==> config.mk <==
export PLATFORM = sky130hd
export DESIGN_NAME = wb_port_arbiter
export DESIGN_NICKNAME = d
export VERILOG_FILES = /design/src/rtl/wb_port_arbiter.sv
export SDC_FILE = /design/constraint.sdc
export NUM_CORES = 1
export LEC_CHECK = 0
export ABC_AREA = 0
export CORE_UTILIZATION = 57
export CTS_BUF_LIST = sky130_fd_sc_hd__clkbuf_8
export DETAILED_ROUTE_END_ITERATION = 10
export HOLD_SLACK_MARGIN = 0.12
export PLACE_DENSITY_LB_ADDON = 0.08
export SLEW_MARGIN = 5
export SYNTH_ARGS = -nofsm -noshare
export SYNTH_HDL_FRONTEND = slang
export SYNTH_SLANG_ARGS = --single-unit
==> constraint.sdc <==
create_clock -name clk -period 8.6 [get_ports clk]
set_clock_uncertainty 0.1 [all_clocks]
set_input_delay 1.72 -clock clk [delete_from_list [all_inputs] [get_ports clk]]
set_output_delay 1.72 -clock clk [all_outputs]
set_load 0.1 [all_outputs]
==> src/rtl/wb_port_arbiter.sv <==
// Purpose: sole driver of the register-file write port; merges in-order pipeline results with queued multi-cycle results.
// Latency: a grant in cycle N shows up on wb_* in cycle N+1; queued results wait for a cycle with no pipeline write.
// Backpressure: the pipeline never stalls; mc_ready drops while the FIFO is full, and a same-cycle pop does not raise it.
module wb_port_arbiter #(
    parameter int DEPTH = 4,
    parameter int AW    = 5,
    parameter int DW    = 32
) (
    input  logic          clk,
    input  logic          rst,
    input  logic          pipe_we,
    input  logic [AW-1:0] pipe_addr,
    input  logic [DW-1:0] pipe_data,
    input  logic          mc_valid,
    output logic          mc_ready,
    input  logic [AW-1:0] mc_addr,
    input  logic [DW-1:0] mc_data,
    output logic          wb_we,
    output logic [AW-1:0] wb_addr,
    output logic [DW-1:0] wb_data,
    input  logic [AW-1:0] rd_addr_l,
    input  logic [AW-1:0] rd_addr_r,
    output logic          pend_l,
    output logic          pend_r
);

    localparam int PW = $clog2(DEPTH);
    localparam int CW = PW + 1;

    // FIFO storage. A valid bit is set on push and cleared on pop or on a kill,
    // so a set bit always marks an occupied entry that still has to be written.
    logic [AW-1:0]    ent_addr [DEPTH];
    logic [DW-1:0]    ent_data [DEPTH];
    logic [DEPTH-1:0] ent_vld;
    logic [PW-1:0]    head;
    logic [PW-1:0]    tail;
    logic [CW-1:0]    count;

    logic pipe_grant;
    logic fifo_empty;
    logic pop;
    logic issue;
    logic push;

    logic [DEPTH-1:0] hit_l;
    logic [DEPTH-1:0] hit_r;

    // Grant decision: a non-zero pipeline write always wins; otherwise the head
    // is popped, and it is written only if it has not been killed.
    always_comb begin
        pipe_grant = pipe_we && (pipe_addr != '0);
        fifo_empty = (count == '0);
        pop        = !pipe_grant && !fifo_empty;
        issue      = pop && ent_vld[head];
        mc_ready   = (count < CW'(DEPTH));
        // Zero-register results complete the handshake but take no entry.
        push       = mc_valid && mc_ready && (mc_addr != '0);
    end

    // Pending-write lookup for ID: any still-valid queued entry aimed at the source.
    always_comb begin
        hit_l = '0;
        hit_r = '0;
        for (int i = 0; i < DEPTH; i++) begin
            hit_l[i] = ent_vld[i] && (ent_addr[i] == rd_addr_l);
            hit_r[i] = ent_vld[i] && (ent_addr[i] == rd_addr_r);
        end
        pend_l = (|hit_l) && (rd_addr_l != '0);
        pend_r = (|hit_r) && (rd_addr_r != '0);
    end

    // FIFO state: kill older entries on a pipeline write, pop, then push.
    // The push assignment comes last so a same-cycle push is never killed.
    always_ff @(posedge clk or posedge rst) begin
        if (rst) begin
            head    <= '0;
            tail    <= '0;
            count   <= '0;
            ent_vld <= '0;
            for (int i = 0; i < DEPTH; i++) begin
                ent_addr[i] <= '0;
                ent_data[i] <= '0;
            end
        end else begin
            if (pipe_grant) begin
                for (int i = 0; i < DEPTH; i++) begin
                    if (ent_addr[i] == pipe_addr) begin
                        ent_vld[i] <= 1'b0;
                    end
                end
            end
            if (pop) begin
                ent_vld[head] <= 1'b0;
                head          <= head + PW'(1);
            end
            if (push) begin
                ent_addr[tail] <= mc_addr;
                ent_data[tail] <= mc_data;
                ent_vld[tail]  <= 1'b1;
                tail           <= tail + PW'(1);
            end
            if (push && !pop) begin
                count <= count + CW'(1);
            end else if (pop && !push) begin
                count <= count - CW'(1);
            end
        end
    end

    // Registered write port; address and data hold when nothing is written.
    always_ff @(posedge clk or posedge rst) begin
        if (rst) begin
            wb_we   <= 1'b0;
            wb_addr <= '0;
            wb_data <= '0;
        end else begin
            wb_we <= pipe_grant || issue;
            if (pipe_grant) begin
                wb_addr <= pipe_addr;
                wb_data <= pipe_data;
            end else if (issue) begin
                wb_addr <= ent_addr[head];
                wb_data <= ent_data[head];
            end
        end
    end

endmodule

---- After elaboration in Yosys (flattened, before gate mapping) ----
Index checks and enable logic that the tools add are counted.
operators by class
  eq/ne operators ......................... 12
  bitwise gates (word level) .............. 5
  muxes and demuxes ....................... 31
  add/sub/neg operators ................... 4
  $lt $le $gt $ge ......................... 8
  reductions and logical operators ........ 34
operators by type and width
  cell                                                               number
  2-to-1 mux 32 bit                                                  5
  bitwise mux 128 bit                                                1
  binary-select mux 32 bit (select 2 bit)                            1
  demux 32 bit (select 2 bit)                                        1
  == test 5 bit                                                      12
  2-to-1 mux 5 bit                                                   5
  bitwise mux 20 bit                                                 1
  logical AND 1 bit                                                  20
  nonzero test 5 bit                                                 4
  2-to-1 mux 4 bit                                                   3
  binary-select mux 5 bit (select 2 bit)                             1
  demux 5 bit (select 2 bit)                                         1
  OR reduction 4 bit                                                 2
  2-to-1 mux 1 bit                                                   7
  greater-or-equal comparator 3 bit, second input constant           2
  less-than comparator 2 x 3 -> 1 bit, second input constant         2
  2-to-1 mux 3 bit                                                   2
  NOT 2 -> 3 bit                                                     2
  adder 2 x 1 -> 2 bit, second input constant                        2
  AND 4 bit                                                          1
  demux 1 bit (select 2 bit)                                         2
  greater-or-equal comparator 2 x 1 -> 1 bit, second input constant  2
  logical NOT 1 bit                                                  4
  NOT 4 bit                                                          1
  other kinds (9)                                                    10
word-level totals
  word-level logic and storage cells ...... 109
  register bits ........................... 197

---- Longest topological paths before layout ----
Gate-level depths: netlist (run 1).
  word-level depth ........................ 9
  gate-level depth with buffers ........... 11

---- Worst setup path after synthesis (run 1) ----
OpenSTA, ideal clock, no wires.
  kind .................................... input -> output
  from .................................... input rd_addr_r[0]
  to ...................................... output pend_r
  path slack .............................. 3.570 ns
  data arrival time ....................... 3.210 ns
  stages .................................. 6
  data required time ...................... 6.780 ns
  path through ............................ clkbuf_1 -> xor2_1 -> nor4_1 -> nand3_1 -> nand4_1 -> o21a_1
on the way
  cells in the longest elaborated chain, start to end .. 4
  elaborated cells between the ends (all ways) .. 11
ends and longest elaborated chain
  element              line  text
  from (decl)          22    input logic [AW-1:0] rd_addr_r,
  == test 5 bit        66    hit_r[i] = ent_vld[i] && (ent_addr[i] == rd_addr_r);
  logical AND 1 bit    66
  OR reduction 4 bit   69    pend_r = (|hit_r) && (rd_addr_r != '0);
  logical AND 1 bit *  69
  to (decl)            24    output logic pend_r
Every way passes the cells marked *; elsewhere a longest branch is shown, timed or not.

---- Final worst setup path (run 1) ----
  from .................................... input rd_addr_r[3]
  to ...................................... output pend_r
The elaborated chain is that of the path after synthesis.

==> impl_metrics.xml, run 1 <==
<?xml version="1.0" encoding="UTF-8"?>
<metrics>
  <group name="synthesis">
    <metric name="synthesis.yosys.warnings" unit="">0</metric>
    <metric name="synth-main-ff-cell" unit="">sky130_fd_sc_hd__dfrtp_1</metric>
    <metric name="yosysTopAreaCell" unit="">sky130_fd_sc_hd__dfrtp_1</metric>
    <metric name="mappedNetlistNets" unit="">784</metric>
    <metric name="number_of_enable_type_register_cells_in_the_synthesized_netlist" unit="">0</metric>
    <metric name="synth_commonest_cells" unit="">197 x sky130_fd_sc_hd__dfrtp_1, 148 x sky130_fd_sc_hd__mux2_1, 41 x sky130_fd_sc_hd__nand2_1, 41 x sky130_fd_sc_hd__xor2_1</metric>
    <metric name="synth.area.top_cells" unit="">sky130_fd_sc_hd__dfrtp_1 52%, sky130_fd_sc_hd__mux2_1 18%, sky130_fd_sc_hd__mux4_2 9.0%</metric>
    <metric name="post_synth.cell_area_avg" unit="um2">13.9</metric>
    <metric name="syn_area" unit="um2">9510</metric>
    <metric name="syn_inst" unit="">686</metric>
    <metric name="distinct_cell_type_count_of_the_synthesized_netlist" unit="">36</metric>
    <metric name="postSynth.asyncResetShare" unit="">1.00</metric>
    <metric name="synth_most_common_cell" unit="">sky130_fd_sc_hd__dfrtp_1</metric>
    <metric name="yosysSeqAreaShare" unit="">0.518</metric>
    <metric name="ys_seq_elements" unit="">197</metric>
    <metric name="synthDominantCellAreaShare" unit="">0.518</metric>
  </group>
  <group name="critical_path">
    <metric name="critical_path.max_stage_delay" unit="ps">1120</metric>
    <metric name="crit_chain" unit="">clkdlybuf4s50_1, xor2_1, nor4_1, nand3_1, nand4_1, o21a_1, clkdlybuf4s50_1</metric>
    <metric name="register_to_register_setup_slack" unit="ps">6050</metric>
    <metric name="endpoint_kind" unit="">primary output</metric>
    <metric name="criticalPathCategory" unit="">in2out</metric>
    <metric name="setup.worst_path.start_class" unit="">primary input</metric>
    <metric name="slowest_stage" unit="">sky130_fd_sc_hd__clkdlybuf4s50_1</metric>
    <metric name="critical_path_peak_fanout" unit="">5</metric>
    <metric name="cp.arrival" unit="ps">4280</metric>
    <metric name="required_time_of_the_critical_path" unit="ps">6780</metric>
    <metric name="critical-path-top-cell-by-count" unit="">sky130_fd_sc_hd__clkdlybuf4s50_1</metric>
  </group>
  <group name="routing">
    <metric name="detailroute.via_count" unit="">5792</metric>
    <metric name="wl_per_cell" unit="um">20.0</metric>
    <metric name="met1Wirelength" unit="um">9050</metric>
    <metric name="route.met2.wl" unit="um">10000</metric>
    <metric name="routed.top_layer" unit="">met4</metric>
    <metric name="postRouteAntennaNets" unit="">0</metric>
    <metric name="drtIter0Drc" unit="">277</metric>
    <metric name="finalWirelength" unit="um">20400</metric>
    <metric name="remaining_drc_errors" unit="">0</metric>
    <metric name="drt_first_pass_iters" unit="">4</metric>
    <metric name="routed-wl-met3" unit="um">943</metric>
    <metric name="vias_per_cell" unit="">5.68</metric>
  </group>
  <group name="pwr">
    <metric name="cellPowerDensity" unit="nW/um2">407</metric>
    <metric name="vdd_drop_max" unit="uV">360</metric>
    <metric name="total_power" unit="mW">4.58</metric>
    <metric name="leakage" unit="nW">4.79</metric>
  </group>
  <group name="finish">
    <metric name="layout-drive-gt1-share" unit="">0.113</metric>
    <metric name="area_growth" unit="%">18.5</metric>
    <metric name="finalNetCount" unit="">888</metric>
    <metric name="diodes" unit="">0</metric>
  </group>
  <group name="clock_tree">
    <metric name="clock_insertion_delay_worst_skew" unit="ps">470</metric>
    <metric name="clock_sink_count" unit="">197</metric>
    <metric name="cts-htree-levels" unit="">4</metric>
    <metric name="clk_pin_slew_worst_paths" unit="ps">90</metric>
    <metric name="post_cts_buffers" unit="">0</metric>
    <metric name="clock_tree_from_tritoncts" unit="">built</metric>
    <metric name="tritoncts.num_buffers" unit="">17</metric>
    <metric name="cts.root.buffer_cell" unit="">sky130_fd_sc_hd__clkbuf_8</metric>
    <metric name="cts_hold_buffers" unit="">0</metric>
    <metric name="postCtsResizedCells" unit="">0</metric>
    <metric name="cts.path.max_buffers" unit="">2</metric>
  </group>
  <group name="outcome">
    <metric name="run_status" unit="">finished, final reports clean</metric>
  </group>
  <group name="timing">
    <metric name="worst_slew_pin_slew" unit="ps">1070</metric>
    <metric name="setup_total_negative_slack" unit="ps">0</metric>
    <metric name="final_min_period_over_clock_period" unit="">0.709</metric>
    <metric name="setup_violations" unit="">0</metric>
    <metric name="setup_repair_after_global_routing_missed_its_margin" unit="">no</metric>
    <metric name="hold_fails_final_rpt" unit="">0</metric>
    <metric name="min_period" unit="ps">6100</metric>
    <metric name="maxClockFrequency" unit="MHz">164</metric>
    <metric name="timing_max_transition_violations_final" unit="">0</metric>
    <metric name="remaining_max_slew_budget_at_the_tightest_pin" unit="">0.283</metric>
  </group>
  <group name="floorplan">
    <metric name="initial_core_utilization" unit="">0.590</metric>
    <metric name="die_area" unit="um2">17200</metric>
    <metric name="dieWidth" unit="um">131</metric>
    <metric name="design.core.area" unit="um2">16100</metric>
    <metric name="die_height" unit="um">131</metric>
    <metric name="design.portCount" unit="">129</metric>
    <metric name="std_cell_rows" unit="">46</metric>
  </group>
  <group name="place">
    <metric name="portBuffers" unit="">128</metric>
    <metric name="dp_hpwl" unit="um">13700</metric>
    <metric name="gp_congestion" unit="">0.898</metric>
  </group>
  <group name="flow_run">
    <metric name="drv.max_cap_violation_count" unit="">0</metric>
  </group>
  <group name="global_route">
    <metric name="global_route.overflow_total" unit="">0</metric>
    <metric name="antenna_found_initial" unit="">0</metric>
    <metric name="groute.usage.overall" unit="">0.256</metric>
    <metric name="grt_first_pass_wirelength" unit="um">34300</metric>
    <metric name="via_count_of_the_first_global_routing_pass" unit="">6415</metric>
    <metric name="grt_start_max_net_pins" unit="">121</metric>
  </group>
  <group name="worst_hold_path">
    <metric name="min_path_type" unit="">reg2reg</metric>
  </group>
</metrics>
layout by cell type, fill, tap and decap left out, drive strengths merged, types with 2 or more instances in the layout:
master,instances
dfrtp,197
mux2,149
clkdlybuf4s50,128
xor2,41
nand2,41
o21ai,40
mux4,38
mux2i,33
xnor2,24
clkbuf,23
nand3,13
inv,13
nor4,9
ha,9
buf,9
clkinvlp,4
nor2,3
nor2b,3
a221o,3
and3,3
o41ai,3
or4,3
or3,2
nand4,2
o21a,2
and2,2
worst paths after layout:
kind | from | endpoint | cells past startpoint
max in group asynchronous | rst | head[0] | 3
max reg2reg | ent_vld[1] | wb_data[23] | 6
max | rd_addr_r[3] | pend_r | 7
min | wb_data[24] | wb_data[24] | 2
min reg2reg | wb_data[24] | wb_data[24] | 2
min in group asynchronous | rst | ent_data[46] | 2
report_power, final:
group / total, mW / switching [mW] / leakage [nW] / internal, mW
clock network: 0.599 / 0.320 / 0.200 / 0.278
registers: 1.73 / 0.336 / 2.37 / 1.39
logic: 2.26 / 1.34 / 2.22 / 0.917
cells by family after synthesis:
logic type	share of synthesized area
muxes	0.301
DFF	0.518
and+or+nand+nor	0.0408
xor gates and xnor gates	0.0599
buffers and inverters	0.0341
AOI/OAI and AO/OA	0.0320
adders and majority gates	0.0139
metrics by stage:
step | setup slack (ps) | instances | utilization | hold WS, ps | cell area, um2
after floorplan | 1410 | 686 | - | 359 | 9510
after CTS | 2520 | 1019 | 0.700 | 396 | 11300
after detailed placement | 2530 | 987 | 0.674 | 375 | 10900
after global routing | 2390 | 1019 | 0.700 | 411 | 11300
after global placement | 2640 | 987 | 0.674 | 366 | 10900
final | 2500 | 1019 | 0.700 | 389 | 11300
worst max-delay path: cells and delay by family:
family / cells / cell delay [ps]
XOR/XNOR: 1 / 200
buffers and inverters: 2 / 1670
AND/OR/NAND/NOR: 3 / 570
AO/OA/AOI/OAI: 1 / 120
layout make-up:
cell class / count / area, um2
Clock buffer: 23 / 317
Clock inverter: 9 / 92.6
Fill cell: 1143 / 4840
Inverter: 10 / 45.0
Multi-Input combinational cell: 427 / 4270
Sequential cell: 197 / 4930
Tap cell: 216 / 270
Timing Repair Buffer: 137 / 1350
sequential cells by signal, indices dropped and copies added (netlist names):
register	count
ent_data	128
wb_data	32
ent_addr	20
wb_addr	5
ent_vld	4
count	3
head	2
tail	2
wb_we	1
metal layers:
metal | track usage | vias to the layer above
met3 | 0.0502 | 30
met1 | 0.342 | 2949
li1 | - | 2658
met5 | 0 | -
met4 | 0.0856 | 0
met2 | 0.422 | 155
No activity file was read; power rests on OpenSTA's default activity.
==> run 2: changes to the inputs <==
==> constraint.sdc (replaced) <==
create_clock -name clk -period 5.7 [get_ports clk]
set_clock_uncertainty 0.1 [all_clocks]
set_input_delay 1.14 -clock clk [delete_from_list [all_inputs] [get_ports clk]]
set_output_delay 1.14 -clock clk [all_outputs]
set_load 0.1 [all_outputs]
==> run 2 against run 1 <==
Compared with the run above: register-to-register slack got worse by 2900 ps; cell count is 0.39% higher; utilization increased by 0.30 points; first-iteration DRC count is 4.7% lower; non-clock buffer count is 4 higher; via count increased by 1.3%; sequential share of layout area fell by 0.18 points; worst setup slack got worse by 930 ps; design area rose by 0.42%; hold slack improved by 4.5 ps; die area unchanged; clock power up 58%; largest cell class unchanged; largest power group unchanged.
==> impl_metrics.xml, run 2 (synthesis results as in run 1) <==
<?xml version="1.0" encoding="UTF-8"?>
<metrics>
  <group name="outcome">
    <metric name="run_status" unit="">finished, final reports clean</metric>
  </group>
  <group name="global_route">
    <metric name="grt_start_max_net_pins" unit="">77</metric>
    <metric name="groute.usage.overall" unit="">0.262</metric>
    <metric name="via_count_of_the_first_global_routing_pass" unit="">6408</metric>
    <metric name="antenna_found_initial" unit="">0</metric>
    <metric name="global_route.overflow_total" unit="">0</metric>
    <metric name="grt_first_pass_wirelength" unit="um">34700</metric>
  </group>
  <group name="clock_tree">
    <metric name="clock_tree_from_tritoncts" unit="">built</metric>
    <metric name="tritoncts.num_buffers" unit="">17</metric>
    <metric name="cts.path.max_buffers" unit="">2</metric>
    <metric name="cts-htree-levels" unit="">4</metric>
    <metric name="cts_hold_buffers" unit="">0</metric>
    <metric name="cts.root.buffer_cell" unit="">sky130_fd_sc_hd__clkbuf_8</metric>
    <metric name="postCtsResizedCells" unit="">0</metric>
    <metric name="post_cts_buffers" unit="">0</metric>
    <metric name="clk_pin_slew_worst_paths" unit="ps">100</metric>
    <metric name="clock_sink_count" unit="">197</metric>
    <metric name="clock_insertion_delay_worst_skew" unit="ps">470</metric>
  </group>
  <group name="floorplan">
    <metric name="std_cell_rows" unit="">46</metric>
    <metric name="dieWidth" unit="um">131</metric>
    <metric name="design.core.area" unit="um2">16100</metric>
    <metric name="initial_core_utilization" unit="">0.590</metric>
    <metric name="die_height" unit="um">131</metric>
    <metric name="die_area" unit="um2">17200</metric>
    <metric name="design.portCount" unit="">129</metric>
  </group>
  <group name="timing">
    <metric name="maxClockFrequency" unit="MHz">242</metric>
    <metric name="min_period" unit="ps">4130</metric>
    <metric name="setup_violations" unit="">0</metric>
    <metric name="final_min_period_over_clock_period" unit="">0.725</metric>
    <metric name="setup_repair_after_global_routing_missed_its_margin" unit="">no</metric>
    <metric name="post-route-worst-setup-slack" unit="ps">1570</metric>
    <metric name="timing_max_transition_violations_final" unit="">0</metric>
    <metric name="setup_total_negative_slack" unit="ps">0</metric>
    <metric name="hold_fails_final_rpt" unit="">0</metric>
    <metric name="remaining_max_slew_budget_at_the_tightest_pin" unit="">0.254</metric>
    <metric name="worst_slew_pin_slew" unit="ps">1120</metric>
  </group>
  <group name="routing">
    <metric name="vias_per_cell" unit="">5.73</metric>
    <metric name="drt_first_pass_iters" unit="">4</metric>
    <metric name="postRouteAntennaNets" unit="">0</metric>
    <metric name="detailroute.via_count" unit="">5865</metric>
    <metric name="finalWirelength" unit="um">20700</metric>
    <metric name="remaining_drc_errors" unit="">0</metric>
    <metric name="wl_per_cell" unit="um">20.3</metric>
    <metric name="drtIter0Drc" unit="">264</metric>
  </group>
  <group name="finish">
    <metric name="mostFrequentLayoutCells" unit="">195 x sky130_fd_sc_hd__dfrtp_1, 148 x sky130_fd_sc_hd__mux2_1, 126 x sky130_fd_sc_hd__clkdlybuf4s50_1</metric>
    <metric name="layout-drive-gt1-share" unit="">0.121</metric>
    <metric name="finalNetCount" unit="">892</metric>
    <metric name="largest-register" unit="">ent_data</metric>
    <metric name="diodes" unit="">0</metric>
    <metric name="largest_registers" unit="">ent_data: 128 flops, wb_data: 32 flops, ent_addr: 20 flops</metric>
    <metric name="largest_register_ff_count" unit="">128</metric>
    <metric name="area_growth" unit="%">19.0</metric>
    <metric name="final_non_filler_cell_area" unit="um2">11300</metric>
    <metric name="most_common_cell_after_layout_fill_and_taps_aside" unit="">sky130_fd_sc_hd__dfrtp_1</metric>
  </group>
  <group name="place">
    <metric name="portBuffers" unit="">128</metric>
    <metric name="post-place-ws" unit="ps">1230</metric>
    <metric name="post_dp_cell_area" unit="um2">10900</metric>
    <metric name="dp_hpwl" unit="um">14000</metric>
    <metric name="gp_congestion" unit="">0.852</metric>
  </group>
  <group name="critical_path">
    <metric name="cp.arrival" unit="ps">2890</metric>
    <metric name="criticalPathCategory" unit="">in2out</metric>
    <metric name="critical_path.reg2reg.endpoint" unit="">wb_data[27]</metric>
    <metric name="worstReg2RegStart" unit="">ent_vld[0]</metric>
    <metric name="worst_r2r_path_depth" unit="">6</metric>
    <metric name="critical_path_peak_fanout" unit="">5</metric>
    <metric name="setup.worst_path.start_class" unit="">primary input</metric>
    <metric name="slowest_stage" unit="">sky130_fd_sc_hd__clkdlybuf4s50_1</metric>
    <metric name="critical_path.max_stage_delay" unit="ps">570</metric>
    <metric name="cp-startpoint" unit="">rd_addr_l[0]</metric>
    <metric name="cp_top_family" unit="">buffers and inverters</metric>
    <metric name="crit_chain" unit="">clkdlybuf4s50_1, xor2_1, nor4_1, nand3_1, nand4_1, o21a_1, buf_4</metric>
    <metric name="path_buf_inv" unit="">2</metric>
    <metric name="required_time_of_the_critical_path" unit="ps">4460</metric>
    <metric name="endpoint_kind" unit="">primary output</metric>
    <metric name="register_to_register_setup_slack" unit="ps">3140</metric>
  </group>
  <group name="pwr">
    <metric name="internal_power" unit="mW">3.92</metric>
    <metric name="combinationalPowerShare" unit="">0.489</metric>
    <metric name="power_switching_share" unit="">0.436</metric>
    <metric name="power_switching" unit="mW">3.04</metric>
    <metric name="sequentialPowerShare" unit="">0.375</metric>
    <metric name="leakage" unit="nW">4.82</metric>
    <metric name="total_power" unit="mW">6.96</metric>
    <metric name="vdd_drop_max" unit="uV">429</metric>
    <metric name="cellPowerDensity" unit="nW/um2">614</metric>
    <metric name="clock_power_share" unit="">0.136</metric>
  </group>
  <group name="worst_hold_path">
    <metric name="min_from" unit="">ent_data[61]</metric>
    <metric name="min_path_type" unit="">reg2reg</metric>
    <metric name="whs_endpoint" unit="">ent_data[61]</metric>
    <metric name="hold-path-cell-count" unit="">1</metric>
  </group>
  <group name="flow_run">
    <metric name="drv.max_cap_violation_count" unit="">0</metric>
  </group>
</metrics>
run 2: how the worst max path moves through the flow:
stage	cells past startpoint	to	slack (ps)
floorplan	6	pend_r	1830
global placement	10	count[1]	1310
detailed placement	10	count[1]	1230
CTS	7	pend_l	1600
global route	7	pend_r	1460
finish	7	pend_l	1570
run 2: worst reg2reg max path, delay by kind of cell, from the launching register on:
kind | cells | cell delay, ps
muxes | 1 | 500
and+or+nand+nor | 3 | 980
buffers and inverters | 1 | 370
DFF | 1 | 460
AOI/OAI and AO/OA | 1 | 70
run 2: area by class of cell:
| cell class | count | area (um2) |
|---|---|---|
| Timing Repair Buffer | 141 | 1390 |
| Sequential cell | 197 | 4930 |
| Inverter | 10 | 41.3 |
| Fill cell | 1124 | 4790 |
| Clock inverter | 13 | 161 |
| Tap cell | 216 | 270 |
| Multi-Input combinational cell | 427 | 4270 |
| Clock buffer | 19 | 262 |
run 2: routing by layer:
| layer | part of all wire | global-route usage |
|---|---|---|
| met4 | 0.013 | 0.0725 |
| met1 | 0.44 | 0.342 |
| met3 | 0.048 | 0.0567 |
| met5 | 0 | 0 |
| met2 | 0.50 | 0.441 |
run 2: through the flow:
stage | util | std cells | hold WS (ps)
2_1_floorplan | - | 686 | 359
3_3_place_gp | 0.676 | 991 | 367
3_5_place_dp | 0.676 | 991 | 374
4_1_cts | 0.703 | 1023 | 398
5_1_grt | 0.703 | 1023 | 409
6_report | 0.703 | 1023 | 394
run 2: power groups by stage:
stage | Clock, mW | Sequential, mW | Combinational (mW)
finish | 0.947 | 2.61 | 3.40
detailed placement | 0 | 2.64 | 3.43
global route | 1.03 | 2.71 | 3.62
global placement | 0 | 2.58 | 3.35
floorplan | 0 | 3.43 | 1.78
CTS | 0.970 | 2.61 | 3.44
==> run 3: changes to the inputs <==
--- a/config.mk
+++ b/config.mk
@@ -6,7 +6,7 @@
 export NUM_CORES = 1
 export LEC_CHECK = 0
 export ABC_AREA = 0
-export CORE_UTILIZATION = 57
+export CORE_UTILIZATION = 52
 export CTS_BUF_LIST = sky130_fd_sc_hd__clkbuf_8
 export DETAILED_ROUTE_END_ITERATION = 10
 export HOLD_SLACK_MARGIN = 0.12
==> constraint.sdc (replaced) <==
create_clock -name clk -period 3.6 [get_ports clk]
set_clock_uncertainty 0.1 [all_clocks]
set_input_delay 0.72 -clock clk [delete_from_list [all_inputs] [get_ports clk]]
set_output_delay 0.72 -clock clk [all_outputs]
set_load 0.1 [all_outputs]
==> run 3 against run 2 <==
Compared with the run above: flip-flop and latch count unchanged; power up 58%; critical path type unchanged; critical endpoint unchanged; via count up 0.99%; hold slack worse by 2.8 ps; non-clock buffer count up 7; largest power group unchanged; largest cell class unchanged; highest routed layer is now met5; sequential share of layout area down 0.55 points.
==> impl_metrics.xml, run 3 (synthesis results as in run 1) <==
<?xml version="1.0" encoding="UTF-8"?>
<metrics>
  <group name="critical_path">
    <metric name="cp.arrival" unit="ps">2380</metric>
    <metric name="endpoint_kind" unit="">primary output</metric>
    <metric name="required_time_of_the_critical_path" unit="ps">2780</metric>
    <metric name="critical_path_peak_fanout" unit="">5</metric>
    <metric name="criticalPathCategory" unit="">in2out</metric>
    <metric name="setup.worst_path.start_class" unit="">primary input</metric>
  </group>
  <group name="routing">
    <metric name="postRouteAntennaNets" unit="">0</metric>
    <metric name="remaining_drc_errors" unit="">0</metric>
    <metric name="vias_per_cell" unit="">5.68</metric>
    <metric name="drt_first_pass_iters" unit="">6</metric>
    <metric name="wl_per_cell" unit="um">19.7</metric>
    <metric name="detailroute.via_count" unit="">5923</metric>
    <metric name="drtIter0Drc" unit="">235</metric>
    <metric name="finalWirelength" unit="um">20500</metric>
  </group>
  <group name="global_route">
    <metric name="grt_first_pass_wirelength" unit="um">33200</metric>
    <metric name="global_route.overflow_total" unit="">0</metric>
    <metric name="grt.busiest_layer" unit="">met2</metric>
    <metric name="met1_usage" unit="">0.311</metric>
    <metric name="grt_start_max_net_pins" unit="">130</metric>
    <metric name="groute.layer.met2.usage" unit="">0.403</metric>
    <metric name="antenna_found_initial" unit="">1</metric>
    <metric name="groute.usage.overall" unit="">0.236</metric>
    <metric name="via_count_of_the_first_global_routing_pass" unit="">6260</metric>
    <metric name="grt.met3_usage" unit="">0.0361</metric>
  </group>
  <group name="finish">
    <metric name="largest-register" unit="">ent_data</metric>
    <metric name="largest_register_ff_count" unit="">128</metric>
    <metric name="finalNetCount" unit="">899</metric>
    <metric name="largest_registers" unit="">ent_data: 128 flops, wb_data: 32 flops, ent_addr: 20 flops</metric>
    <metric name="layout-drive-gt1-share" unit="">0.134</metric>
    <metric name="most_common_cell_after_layout_fill_and_taps_aside" unit="">sky130_fd_sc_hd__dfrtp_1</metric>
    <metric name="area_growth" unit="%">20.5</metric>
    <metric name="mostFrequentLayoutCells" unit="">195 x sky130_fd_sc_hd__dfrtp_1, 148 x sky130_fd_sc_hd__mux2_1, 122 x sky130_fd_sc_hd__clkdlybuf4s50_1</metric>
    <metric name="finish.utilization" unit="">0.638</metric>
    <metric name="diodes" unit="">0</metric>
  </group>
  <group name="timing">
    <metric name="hold_fails_final_rpt" unit="">0</metric>
    <metric name="timing_max_transition_violations_final" unit="">0</metric>
    <metric name="setup_total_negative_slack" unit="ps">0</metric>
    <metric name="worst_slew_pin_slew" unit="ps">981</metric>
    <metric name="maxClockFrequency" unit="MHz">312</metric>
    <metric name="min_period" unit="ps">3200</metric>
    <metric name="final_min_period_over_clock_period" unit="">0.889</metric>
    <metric name="remaining_max_slew_budget_at_the_tightest_pin" unit="">0.344</metric>
    <metric name="setup_repair_after_global_routing_missed_its_margin" unit="">no</metric>
    <metric name="setup_violations" unit="">0</metric>
  </group>
  <group name="floorplan">
    <metric name="dieWidth" unit="um">137</metric>
    <metric name="initial_core_utilization" unit="">0.529</metric>
    <metric name="design.portCount" unit="">129</metric>
    <metric name="design.core.area" unit="um2">18000</metric>
    <metric name="die_height" unit="um">137</metric>
    <metric name="die_area" unit="um2">18800</metric>
    <metric name="std_cell_rows" unit="">49</metric>
  </group>
  <group name="clock_tree">
    <metric name="cts_hold_buffers" unit="">0</metric>
    <metric name="cts-htree-levels" unit="">4</metric>
    <metric name="tritoncts.num_buffers" unit="">17</metric>
    <metric name="cts.root.buffer_cell" unit="">sky130_fd_sc_hd__clkbuf_8</metric>
    <metric name="clock_insertion_delay_worst_skew" unit="ps">460</metric>
    <metric name="postCtsResizedCells" unit="">0</metric>
    <metric name="clock_tree_from_tritoncts" unit="">built</metric>
    <metric name="post_cts_buffers" unit="">0</metric>
    <metric name="clk_pin_slew_worst_paths" unit="ps">90</metric>
    <metric name="clock_sink_count" unit="">197</metric>
    <metric name="cts.path.max_buffers" unit="">2</metric>
  </group>
  <group name="flow_run">
    <metric name="drv.max_cap_violation_count" unit="">0</metric>
  </group>
  <group name="pwr">
    <metric name="vdd_drop_max" unit="uV">947</metric>
    <metric name="cellPowerDensity" unit="nW/um2">957</metric>
    <metric name="leakage" unit="nW">4.88</metric>
  </group>
  <group name="place">
    <metric name="gp_congestion" unit="">0.855</metric>
    <metric name="dp_hpwl" unit="um">14200</metric>
    <metric name="portBuffers" unit="">128</metric>
  </group>
  <group name="outcome">
    <metric name="run_status" unit="">finished, final reports clean</metric>
  </group>
  <group name="worst_hold_path">
    <metric name="min_path_type" unit="">reg2reg</metric>
  </group>
</metrics>
## run 3: report_power, final
part,internal [mW],switching [mW]
Combinational,2.28,3.16
Sequential,3.33,0.829
Clock,0.564,0.808
Total,6.18,4.80
## run 3: worst max-delay path, cell delays in order
cell	delay (ps)
sky130_fd_sc_hd__clkdlybuf4s50_1	560
sky130_fd_sc_hd__xor2_1	210
sky130_fd_sc_hd__nor4_1	310
sky130_fd_sc_hd__nand3_1	120
sky130_fd_sc_hd__nand4_1	110
sky130_fd_sc_hd__o21a_1	170
sky130_fd_sc_hd__buf_12	180
## run 3: layout make-up
type / instances / area [um2]
fill: 1336 / 6500
sequential: 197 / 4930
multi-input combinational: 427 / 4270
timing repair buffer: 148 / 1550
tap: 229 / 287
clock buffer: 17 / 234
clock inverter: 15 / 149
inverter: 10 / 41.3
## run 3: stage by stage
stage | hold WS, ps | setup slack, ps | std cells | instance area, um2 | total power [mW]
6_report | 391 | 399 | 1043 | 11500 | 11.0
5_1_grt | 408 | 294 | 1043 | 11500 | 11.6
4_1_cts | 397 | 405 | 1043 | 11500 | 11.1
3_5_place_dp | 375 | 213 | 1011 | 11100 | 9.73
3_3_place_gp | 366 | 289 | 1011 | 11100 | 9.50
2_1_floorplan | 359 | 234 | 686 | 9520 | 8.24
## run 3: metal layers
layer / wire [um] / vias up / share of wire
met3: 733 / 23 / 0.036
met1: 9080 / 3086 / 0.44
met2: 10400 / 125 / 0.51
li1: - / 2687 / -
met4: 260 / 2 / 0.013
met5: 11 / - / 0.00054
## run 3: final timing paths
path                       slack [ps]          from             to  depth (start not counted)
min                               390   wb_data[15]    wb_data[15]                          2
max                               400  rd_addr_l[3]         pend_l                          7
min reg2reg                       390   wb_data[15]    wb_data[15]                          2
max reg2reg                      1220      count[0]       count[2]                          9
min in group asynchronous         620           rst  ent_data[120]                          3
max in group asynchronous        2080           rst        head[0]                          3
